File: src/rtl/io_bus_arbiter.sv
// Two-master round-robin arbiter/sequencer for the shared I/O bus.
// Optional master lock: define IO_BUS_ARBITER_LOCK_EN.
`timescale 1ns/1ps
module io_bus_arbiter #(
    parameter int WAIT_CYCLES = 1,
    parameter int DATA_W      = 16,
    parameter int ADDR_W      = 16
) (
    input  logic              clk,
    input  logic              reset,
    input  logic              m0_req,
    input  logic              m0_we,
    input  logic [ADDR_W-1:0] m0_addr,
    input  logic [DATA_W-1:0] m0_wdata,
`ifdef IO_BUS_ARBITER_LOCK_EN
    input  logic              m0_lock,
`endif
    output logic              m0_gnt,
    output logic              m0_done,
    output logic [DATA_W-1:0] m0_rdata,
    input  logic              m1_req,
    input  logic              m1_we,
    input  logic [ADDR_W-1:0] m1_addr,
    input  logic [DATA_W-1:0] m1_wdata,
`ifdef IO_BUS_ARBITER_LOCK_EN
    input  logic              m1_lock,
`endif
    output logic              m1_gnt,
    output logic              m1_done,
    output logic [DATA_W-1:0] m1_rdata,
    output logic              bus_en,
    output logic              bus_we,
    output logic [ADDR_W-1:0] bus_addr,
    output logic [DATA_W-1:0] bus_wdata,
    input  logic [DATA_W-1:0] bus_rdata,
    output logic              busy
);

    localparam logic [3:0] LP_WAIT = 4'(WAIT_CYCLES);

    typedef enum logic [1:0] {
        S_IDLE   = 2'd0,
        S_ACCESS = 2'd1,
        S_DONE   = 2'd2
    } state_t;

    state_t r_state;
    state_t w_next;

    logic [3:0]        r_cnt;
    logic              r_owner;
    logic              r_last;
    logic              r_m0_gnt;
    logic              r_m1_gnt;
    logic              r_m0_done;
    logic              r_m1_done;
    logic [DATA_W-1:0] r_m0_rdata;
    logic [DATA_W-1:0] r_m1_rdata;
    logic              r_bus_en;
    logic              r_bus_we;
    logic [ADDR_W-1:0] r_bus_addr;
    logic [DATA_W-1:0] r_bus_wdata;
    logic              r_busy;

    logic              w_any;
    logic              w_win;

`ifdef IO_BUS_ARBITER_LOCK_EN
    logic              r_lock_vld;
    logic              r_lock_id;
    logic              w_lock_req;
    logic              w_own_lock;

    assign w_lock_req = r_lock_id ? m1_req : m0_req;
    assign w_own_lock = r_owner ? m1_lock : m0_lock;
`endif

    // r_last holds the master served last; reset value 1 favours master 0
    always_comb begin
        w_any = m0_req | m1_req;
        w_win = m1_req & (~m0_req | ~r_last);
`ifdef IO_BUS_ARBITER_LOCK_EN
        if (r_lock_vld && w_lock_req) begin
            w_win = r_lock_id;
        end
`endif
    end

    always_ff @(posedge clk) begin
        if (reset) begin
            r_state <= S_IDLE;
        end else begin
            r_state <= w_next;
        end
    end

    always_comb begin
        w_next = r_state;
        unique case (r_state)
            S_IDLE:   if (w_any) w_next = S_ACCESS;
            S_ACCESS: if (r_cnt == 4'd0) w_next = S_DONE;
            S_DONE:   w_next = S_IDLE;
            default:  w_next = S_IDLE;
        endcase
    end

    always_ff @(posedge clk) begin
        if (reset) begin
            r_cnt       <= 4'd0;
            r_owner     <= 1'b0;
            r_last      <= 1'b1;
            r_m0_gnt    <= 1'b0;
            r_m1_gnt    <= 1'b0;
            r_m0_done   <= 1'b0;
            r_m1_done   <= 1'b0;
            r_m0_rdata  <= '0;
            r_m1_rdata  <= '0;
            r_bus_en    <= 1'b0;
            r_bus_we    <= 1'b0;
            r_bus_addr  <= '0;
            r_bus_wdata <= '0;
            r_busy      <= 1'b0;
`ifdef IO_BUS_ARBITER_LOCK_EN
            r_lock_vld  <= 1'b0;
            r_lock_id   <= 1'b0;
`endif
        end else begin
            unique case (r_state)
                S_IDLE: begin
`ifdef IO_BUS_ARBITER_LOCK_EN
                    if (r_lock_vld && !w_lock_req) begin
                        r_lock_vld <= 1'b0;
                    end
`endif
                    if (w_any) begin
                        r_owner     <= w_win;
                        r_m0_gnt    <= ~w_win;
                        r_m1_gnt    <= w_win;
                        r_bus_en    <= 1'b1;
                        r_busy      <= 1'b1;
                        r_cnt       <= LP_WAIT;
                        r_bus_we    <= w_win ? m1_we : m0_we;
                        r_bus_addr  <= w_win ? m1_addr : m0_addr;
                        r_bus_wdata <= w_win ? m1_wdata : m0_wdata;
                    end
                end
                S_ACCESS: begin
                    if (r_cnt != 4'd0) begin
                        r_cnt <= r_cnt - 4'd1;
                    end else begin
                        r_bus_en  <= 1'b0;
                        r_bus_we  <= 1'b0;
                        r_m0_gnt  <= 1'b0;
                        r_m1_gnt  <= 1'b0;
                        r_m0_done <= ~r_owner;
                        r_m1_done <= r_owner;
                        if (!r_bus_we) begin
                            if (r_owner) r_m1_rdata <= bus_rdata;
                            else         r_m0_rdata <= bus_rdata;
                        end
                    end
                end
                S_DONE: begin
                    r_m0_done <= 1'b0;
                    r_m1_done <= 1'b0;
                    r_busy    <= 1'b0;
`ifdef IO_BUS_ARBITER_LOCK_EN
                    // a locking owner keeps its claim and leaves the pointer alone
                    r_lock_vld <= w_own_lock;
                    r_lock_id  <= r_owner;
                    if (!w_own_lock) begin
                        r_last <= r_owner;
                    end
`else
                    r_last <= r_owner;
`endif
                end
                default: begin
                end
            endcase
        end
    end

    assign m0_gnt    = r_m0_gnt;
    assign m1_gnt    = r_m1_gnt;
    assign m0_done   = r_m0_done;
    assign m1_done   = r_m1_done;
    assign m0_rdata  = r_m0_rdata;
    assign m1_rdata  = r_m1_rdata;
    assign bus_en    = r_bus_en;
    assign bus_we    = r_bus_we;
    assign bus_addr  = r_bus_addr;
    assign bus_wdata = r_bus_wdata;
    assign busy      = r_busy;

endmodule

File: config.mk
export PLATFORM = sky130hd
export DESIGN_NAME = io_bus_arbiter
export DESIGN_NICKNAME = d
export VERILOG_FILES = /design/src/rtl/io_bus_arbiter.sv
export SDC_FILE = /design/constraint.sdc
export NUM_CORES = 1
export LEC_CHECK = 0
export CAP_MARGIN = 25
export CELL_PAD_IN_SITES_DETAIL_PLACEMENT = 0
export CELL_PAD_IN_SITES_GLOBAL_PLACEMENT = 1
export CORE_UTILIZATION = 32
export DETAILED_ROUTE_END_ITERATION = 12
export PLACE_DENSITY = 0.94
export SYNTH_ARGS = -nofsm -noshare
export SYNTH_HDL_FRONTEND = slang
export SYNTH_SLANG_ARGS = --single-unit
File: constraint.sdc
create_clock -name clk -period 2.61 [get_ports clk]
set_clock_uncertainty 0.2 [all_clocks]
set_input_delay 0.261 -clock clk [delete_from_list [all_inputs] [get_ports clk]]
set_output_delay 0.261 -clock clk [all_outputs]
set_load 0.01 [all_outputs]
== Yosys cells after proc, flatten, opt, wreduce, memory -nomap -nowiden ==
Cells that the tools add are included.

* Memory bits (read-only): 0
* Word-level logic and storage cells: 68
* Bits in latches: 0
* Memory bits (writable): 0
* Flip-flop bits (word level): 79
* Output and inout port bits: 71
* Memories: 0
* Input port bits: 86

* Equal/unequal tests: 6
* Bitwise operators: 9
* Muxes and demuxes: 23
* Multiply operators: 0
* Divide/modulo/power cells: 0
* Add/subtract/negate cells: 1
* Magnitude comparators: 0
* Reduce and logical (&&, ||, !) cells: 14
* Shifts and indexed selects: 0

{| class="wikitable"
|+ Operators with widths
! cell !! number
|-
| 16-bit two-way mux || 2
|-
| 1-bit one-hot mux with 2 select lines || 7
|-
| 1-bit two-way mux || 8
|-
| 4-bit two-way mux || 2
|-
| 2-bit != test (second input constant) || 4
|-
| 4-bit one-hot mux with 2 select lines || 1
|-
| 2-bit AND reduction || 4
|-
| 4-bit AND reduction || 2
|-
| 1-bit NOT || 6
|-
| 3-bit AND reduction || 2
|-
| 2-bit nonzero test || 3
|-
| 4-bit zero test || 1
|-
| 2-bit two-way mux || 2
|-
| 2-bit one-hot mux with 2 select lines || 1
|-
| 4-bit nonzero test || 1
|-
| 4-bit by 1-bit subtractor with 4-bit output (second input constant) || 1
|-
| 2-bit by 1-bit equality test with 1-bit output (second input constant) || 1
|-
| 2-bit equality test (second input constant) || 1
|-
| 2-bit zero test || 1
|-
| 1-bit OR || 2
|-
| 1-bit AND || 1
|}

== Depth between registers and ports, before layout ==
Gate-level depths: netlist (run 1).

* Depth in word-level cells: 6
* Gate-level depth with buffers: 7
* Gate-level depth less buffers: 5

== Least setup slack after synthesis (run 1) ==
No wires, ideal clock.

* Path type: register to register
* Start point: register r_cnt[0]
* End point: register r_m0_done, in the netlist m0_done
* Path slack: 0.871 ns
* Cell stages (with the launch flop): 8
* Period minus slack after synthesis: 1.739 ns
* Path buffers: 2
* Required time: 2.278 ns
* Setup time: 0.132 ns
* Arrival time: 1.407 ns
* Path through: dfxtp_1 inv_1 ha_1 or3b_1 clkbuf_1 clkbuf_1 o211ai_1 a21oi_1

* Cells in the longest elaborated chain, start to end: 3

{| class="wikitable"
|+ RTL lines
! what !! line !! text
|-
| from (decl) || 50 || <nowiki>logic [3:0] r_cnt;</nowiki>
|-
| from (signal assigned) || 149 || <nowiki>r_cnt <= r_cnt - 4'd1;</nowiki>
|-
| 4-bit nonzero test || 148 || <nowiki>if (r_cnt != 4'd0) begin</nowiki>
|-
| 2-bit != test (no line) || -- ||
|-
| 2-bit AND reduction (no line) || -- ||
|-
| to (signal assigned) || 155 || <nowiki>r_m0_done <= ~r_owner;</nowiki>
|-
| to (decl) || 55 || <nowiki>logic r_m0_done;</nowiki>
|}

No other way between the ends.
A chain may end at the register's enable or synchronous reset.

== Worst setup path in the final report (run 1) ==
* Start point: register r_cnt[0]
* End point: register r_m1_rdata[6], in the netlist m1_rdata[6]

* Cells in the longest elaborated chain, start to end: 3

{| class="wikitable"
|+ RTL lines
! what !! line !! text
|-
| 4-bit nonzero test || 148 ||
|-
| 1-bit NOT (no line) || -- ||
|-
| 4-bit AND reduction (no line) || -- ||
|-
| to (signal assigned) || 158 || <nowiki>if (r_owner) r_m1_rdata <= bus_rdata;</nowiki>
|-
| to (decl) || 58 || <nowiki>logic [DATA_W-1:0] r_m1_rdata;</nowiki>
|}

No other way between the ends.

==> run summary, run 1 <==
Initial antenna violation count -> 0
Crit path kind -> reg2reg
Crit-path max FO -> 25
CP top delay family -> simple AND/OR/NAND/NOR gates
Core area -> 0.0104 mm2
Most common cell after layout, fill and taps aside -> clkdlybuf4s50_1
Leak -> 1.78 nW
PortBufs -> 156
Final setup vio count -> 0
Initial core utilization -> 0.331
Gpl congestion -> 0.754
DRC -> 0
Unrepaired setup endpoints after global routing -> no
Crit path DAT -> 2.19 ns
Pre-CTS setup slack -> 0.235 ns
Synthesis-to-finish area growth -> 53.6%
First-pass GRT wire length -> 17000 um
M3 GR Usage -> 0.0594
Period Utilization, post-route -> 0.831
DR WL/cell -> 15.8 um
PwrDens -> 589 mW/mm2
Slowest CP cell -> or3b_1
Hpwl dp -> 7260 um
Max_slew headroom -> 0.423
Final Instance Area -> 0.00528 mm2
Share of cells above drive strength 1 -> 0.0927
Clock sink count -> 79
Ports -> 157
Number of flops mapped to enable cells by yosys -> 0
Die height -> 106 um
Inserted Clock Buffers -> 9
Diode count -> 0
Clk root buf -> clkbuf_8
Ys Warns -> 0
Cell Area, Placed -> 0.00508 mm2
1st-iter DRT viols -> 148
Crit-path max cell delay -> 0.64 ns
Peak supply drop -> 300 uV
H-tree depth -> 3
Async SR Flop Fraction -> 0
Worst-Margin Slew -> 0.866 ns
Fin crit period -> 2.17 ns
Hold_buf cts -> 0
Max_cap viols -> 0
DR vias/cell -> 5.28
Mapped Area -> 0.00344 mm2
GRT Resource Usage Total -> 0.188
CTS tree -> built
Worst path cell trace -> inv_1 -> ha_1 -> or3b_1 -> buf_12 -> o21ai_0 -> a21oi_1
Syn_nets -> 463
Antenna-violating nets left -> 0
Worst Setup SP -> r_cnt[0]
Via count -> 3454
Die ar. -> 0.0112 mm2
Critical R2R Launch -> r_cnt[0]
Final WL -> 10300 um
Final net count -> 601
Crit path buf inv count -> 2
Max Freq -> 461 MHz
Share of the synthesized area in the top cell type -> 0.460
Gr busiest metal -> met2
Fill cells -> 992
Post-CTS Setup Bufs -> 0
Cell type with the largest total area after synthesis -> dfxtp_1
Fin. Hold Viols -> 0
TritonRoute pass-1 iters -> 5
Most frequent cells in the layout -> 155 x clkdlybuf4s50_1, 79 x dfxtp_1, 57 x nand3_1, 45 x o21ai_0, 43 x a21oi_1
Row count -> 37
Vias in the first global route -> 3446
Met2 Use GR -> 0.324
Largest net degree at the start of global routing -> 50
PnR worst setup slack -> 0.440 ns
Post-synth cell types -> 46
Worst Hold Class -> reg2reg
Clock Tree Buf Depth -> 2
WHS -> 0.270 ns
Worst Path Required -> 2.63 ns
Seq/Total Area, Yosys -> 0.460
Startpoint Class -> flop
Post_cts resized -> 0
Max Slew Vio Count -> 0
Count of state elements after synthesis -> 79
Die X -> 106 um
Synth Area per Inst -> 9.16 um2
Top FF cell, synth -> dfxtp_1
Top cells by area, synth -> dfxtp_1 46%, nand3_1 8.3%, o21ai_0 6.6%
Cells after synthesis -> 375
Setup TNS -> 0 ns
Grt total ovfl -> 0
Met1 Use GR -> 0.226
Status -> finished clean
Worst-path clk slew -> 0.08 ns
Clk Latency, worst-skew pair -> 0.34 ns
Hold path start -> busy
CP Capture Type -> flop
[kinds of logic after synthesis]
kind of cell / after synthesis / synth area share
simple gates: 112 / 0.221
mux: 2 / 0.00583
flops: 79 / 0.460
fa+ha+maj: 2 / 0.00728
compound gates: 137 / 0.244
buf+inv: 43 / 0.0623
[sequential cells by signal (all words and copies together), names as in the netlist]
name and cells:
r_owner 1, m0_gnt 1, bus_addr 16, r_state 2
m1_done 1, bus_we 1, m1_rdata 16, m1_gnt 1
bus_wdata 16, r_last 1, busy 1, m0_done 1
m0_rdata 16, r_cnt 4, bus_en 1
[tightest hold or removal path, delay by kind of cell (launching register included)]
| kind | cells | cell delay (ns) |
|---|---|---|
| AND/OR/NAND/NOR | 1 | 0.05 |
| AO/OA/AOI/OAI | 1 | 0.05 |
| flip-flops | 1 | 0.32 |
[path summary, 6_finish.rpt]
check	endpoint	slack, ns	cells past startpoint
worst min register to register	busy	0.27	2
worst max register to register	m1_rdata[6]	0.44	6
worst min-delay path	busy	0.27	2
worst max-delay path	m1_rdata[6]	0.44	6
[power by group]
part	internal [mW]	switching (mW)	total, mW
Combinational	0.425	0.400	0.825
Sequential	1.31	0.0734	1.38
Clock	0.467	0.437	0.903
[synthesized netlist by cell type (all sizes together), types with 2 or more instances]
cell type  instances
buf               15
mux2i              2
or3                4
a311oi             2
a21oi             44
a21o               2
a31oi             13
nand3             57
nand2b             4
or2                2
or4                2
ha                 2
nor2               5
o21ai             49
nor3b              2
o211ai             2
dfxtp             79
nor4b             19
inv                3
o221ai             2
a221o             18
nand2              8
nor2b              3
or3b               2
clkbuf            25
[through the flow]
| step | instances | power [mW] | utilization |
|---|---|---|---|
| floorplan | 375 | 1.81 | - |
| finish | 654 | 3.11 | 0.509 |
| CTS | 654 | 3.14 | 0.509 |
| global placement | 638 | 2.22 | 0.490 |
| global route | 654 | 3.29 | 0.509 |
| detailed placement | 638 | 2.23 | 0.490 |
[metal layers]
metal | routed length (um) | vias up
li1 | - | 1689
met1 | 4410 | 1636
met3 | 687 | 12
met5 | 0 | -
met2 | 5130 | 117
met4 | 112 | 0
[area by class of cell]
cell class,instances,area (um2),share of cell area
well taps,136,170,0.0322
clock buffers,11,141,0.0268
multi-input cells,253,1660,0.315
flip-flops and latches,79,1580,0.300
inverters,3,11.3,0.00213
repair buffers,167,1650,0.313
clock inverters,5,57.6,0.0109
Note: power is estimated with default switching activity, not from simulation.
==> run 2, diff against run 1 <==
--- a/config.mk
+++ b/config.mk
@@ -8,9 +8,9 @@
 export CAP_MARGIN = 25
 export CELL_PAD_IN_SITES_DETAIL_PLACEMENT = 0
 export CELL_PAD_IN_SITES_GLOBAL_PLACEMENT = 1
-export CORE_UTILIZATION = 32
+export CORE_UTILIZATION = 30
 export DETAILED_ROUTE_END_ITERATION = 12
-export PLACE_DENSITY = 0.94
+export PLACE_DENSITY = 0.89
 export SYNTH_ARGS = -nofsm -noshare
 export SYNTH_HDL_FRONTEND = slang
 export SYNTH_SLANG_ARGS = --single-unit
==> constraint.sdc (replaced) <==
create_clock -name clk -period 2.3 [get_ports clk]
set_clock_uncertainty 0.2 [all_clocks]
set_input_delay 0.23 -clock clk [delete_from_list [all_inputs] [get_ports clk]]
set_output_delay 0.23 -clock clk [all_outputs]
set_load 0.01 [all_outputs]
==> run summary, run 2 (synthesized netlist as in run 1, its figures left out) <==
Clock sink count -> 79 (unchanged)
Final WL -> 10700 um (+3.2%)
Worst Setup SP -> r_state[1]
R2r endpoint -> m1_rdata[2]
Max_slew headroom -> 0.542 (+0.119)
Max Slew Vio Count -> 0 (unchanged)
Crit-path max FO -> 16 (-36%)
Critical R2R Launch -> r_state[1]
Initial core utilization -> 0.313 (-0.0185)
Via count -> 3499 (+1.3%)
GRT Resource Usage Total -> 0.177 (-0.0116)
Crit path kind -> reg2reg
Hold Path End -> m1_gnt
1st-iter DRT viols -> 180 (+22%)
Worst Hold Class -> in2reg
Final net count -> 605 (+0.67%)
Fin crit period -> 1.99 ns (-0.181 ns)
Status -> finished clean
Grt total ovfl -> 0 (unchanged)
Die ar. -> 0.0119 mm2 (+6.5%)
First-pass GRT wire length -> 16600 um (-2.1%)
Reg2Reg Setup Slack -> 0.31 ns (-0.13 ns)
Clock Tree Buf Depth -> 2 (unchanged)
Post_cts resized -> 0 (unchanged)
Final setup vio count -> 0 (unchanged)
Gpl congestion -> 0.734 (-2.6%)
Most common cell after layout, fill and taps aside -> clkdlybuf4s50_1
Hold depth -> 3 (+1)
Setup TNS -> 0 ns (unchanged)
Max Freq -> 503 MHz (+9.1%)
Peak supply drop -> 388 uV (+29%)
Worst-path clk slew -> 0.06 ns (-0.02 ns)
Unrepaired setup endpoints after global routing -> no
CP Capture Type -> flop
Clk root buf -> clkbuf_16
Reg2reg path depth -> 3 (-3)
DRC -> 0 (unchanged)
Most frequent cells in the layout -> 155 x clkdlybuf4s50_1, 79 x dfxtp_1, 57 x nand3_1, 45 x o21ai_0, 43 x a21oi_1
Post-CTS Setup Bufs -> 0 (unchanged)
PnR worst setup slack -> 0.311 ns (-0.129 ns)
Pre-CTS setup slack -> 0.245 ns (+0.00992 ns)
Leak -> 1.85 nW (+4.0%)
Hold_buf cts -> 0 (unchanged)
Hpwl dp -> 7470 um (+2.9%)
Period Utilization, post-route -> 0.865 (+0.0334)
Largest net degree at the start of global routing -> 42 (-16%)
Initial antenna violation count -> 0 (unchanged)
Diode count -> 0 (unchanged)
H-tree depth -> 3 (unchanged)
DR vias/cell -> 5.29 (about the same)
Inserted Clock Buffers -> 9 (unchanged)
Core area -> 0.0110 mm2 (+5.9%)
Worst-Margin Slew -> 0.683 ns (-0.183 ns)
Fin. Hold Viols -> 0 (unchanged)
Row count -> 38 (+2.7%)
DR WL/cell -> 16.1 um (+2.0%)
TritonRoute pass-1 iters -> 4 (-1)
Max_cap viols -> 0 (unchanged)
PortBufs -> 156 (unchanged)
Share of cells above drive strength 1 -> 0.102 (+0.00887)
Worst Path Required -> 2.29 ns (-0.34 ns)
Startpoint Class -> flop
CTS tree -> built
PwrDens -> 733 mW/mm2 (+24%)
Vias in the first global route -> 3430 (-0.46%)
Clk Latency, worst-skew pair -> 0.32 ns (-0.02 ns)
Hold path start -> reset
Ports -> 157 (unchanged)
Die X -> 109 um (+3.2%)
Synthesis-to-finish area growth -> 57.3%
Crit path DAT -> 1.98 ns (-0.21 ns)
Die height -> 109 um (+3.2%)
Antenna-violating nets left -> 0 (unchanged)
## run 2: cell count changes in the layout (fill, tap and decap cells not counted), sizes merged
cell      before  now
buf           12   16
clkbuf        11    9
clkinvlp       3    1
inv            3    7
## run 2: worst max-delay path by stage
stage / cells after the start / to / slack [ns]
4_1_cts: 3 / m1_rdata[0] / 0.31
6_report: 3 / m1_rdata[2] / 0.31
3_5_place_dp: 5 / bus_addr[6] / 0.25
2_1_floorplan: 7 / m0_done / 0.56
3_3_place_gp: 5 / bus_addr[11] / 0.30
5_1_grt: 3 / m1_rdata[6] / 0.13
## run 2: per-stage QoR
stage	instances	cell area, um2	hold slack [ns]	power [mW]	util
global placement	646	5100	0.247	2.52	0.464
global route	662	5400	0.103	4.16	0.492
detailed placement	646	5100	0.252	2.54	0.464
floorplan	375	3440	0.169	2.06	-
finish	662	5400	0.0741	3.96	0.492
CTS	662	5400	0.0597	4.01	0.492
## run 2: layout make-up
class                           instances  area [um2]
Clock buffer                            9         225
Clock inverter                          7        77.6
Fill cell                            1045        5580
Inverter                                3        11.3
Multi-Input combinational cell        253        1660
Sequential cell                        79        1580
Tap cell                              140         175
Timing Repair Buffer                  171        1670
## run 2: worst max-delay path: stages, from the launching register on
cell and delay [ns]:
dfxtp_1 0.45, nand4bb_1 0.71, o21ai_0 0.40, a21oi_1 0.10
## run 2: power breakdown
| group | switching, mW | total (mW) | leakage (nW) | internal, mW |
|---|---|---|---|---|
| Sequential | 0.0816 | 1.57 | 0.646 | 1.48 |
| Combinational | 0.456 | 0.940 | 1.06 | 0.484 |
| Clock | 0.600 | 1.45 | 0.147 | 0.855 |
## run 2: per-layer routing
layer / up-vias / wire length [um] / GRT usage
li1: 1695 / - / -
met1: 1676 / 4450 / 0.209
met2: 119 / 5390 / 0.311
met4: 0 / 114 / 0.0483
met3: 9 / 717 / 0.0484
met5: - / 0 / 0
==> run 3, diff against run 2 <==
--- a/config.mk
+++ b/config.mk
@@ -11,6 +11,7 @@
 export CORE_UTILIZATION = 30
 export DETAILED_ROUTE_END_ITERATION = 12
 export PLACE_DENSITY = 0.89
+export SLEW_MARGIN = 15
 export SYNTH_ARGS = -nofsm -noshare
 export SYNTH_HDL_FRONTEND = slang
 export SYNTH_SLANG_ARGS = --single-unit
==> results of run 3 <==
No change in the layout: final DEF, timing and power equal those of run 2.
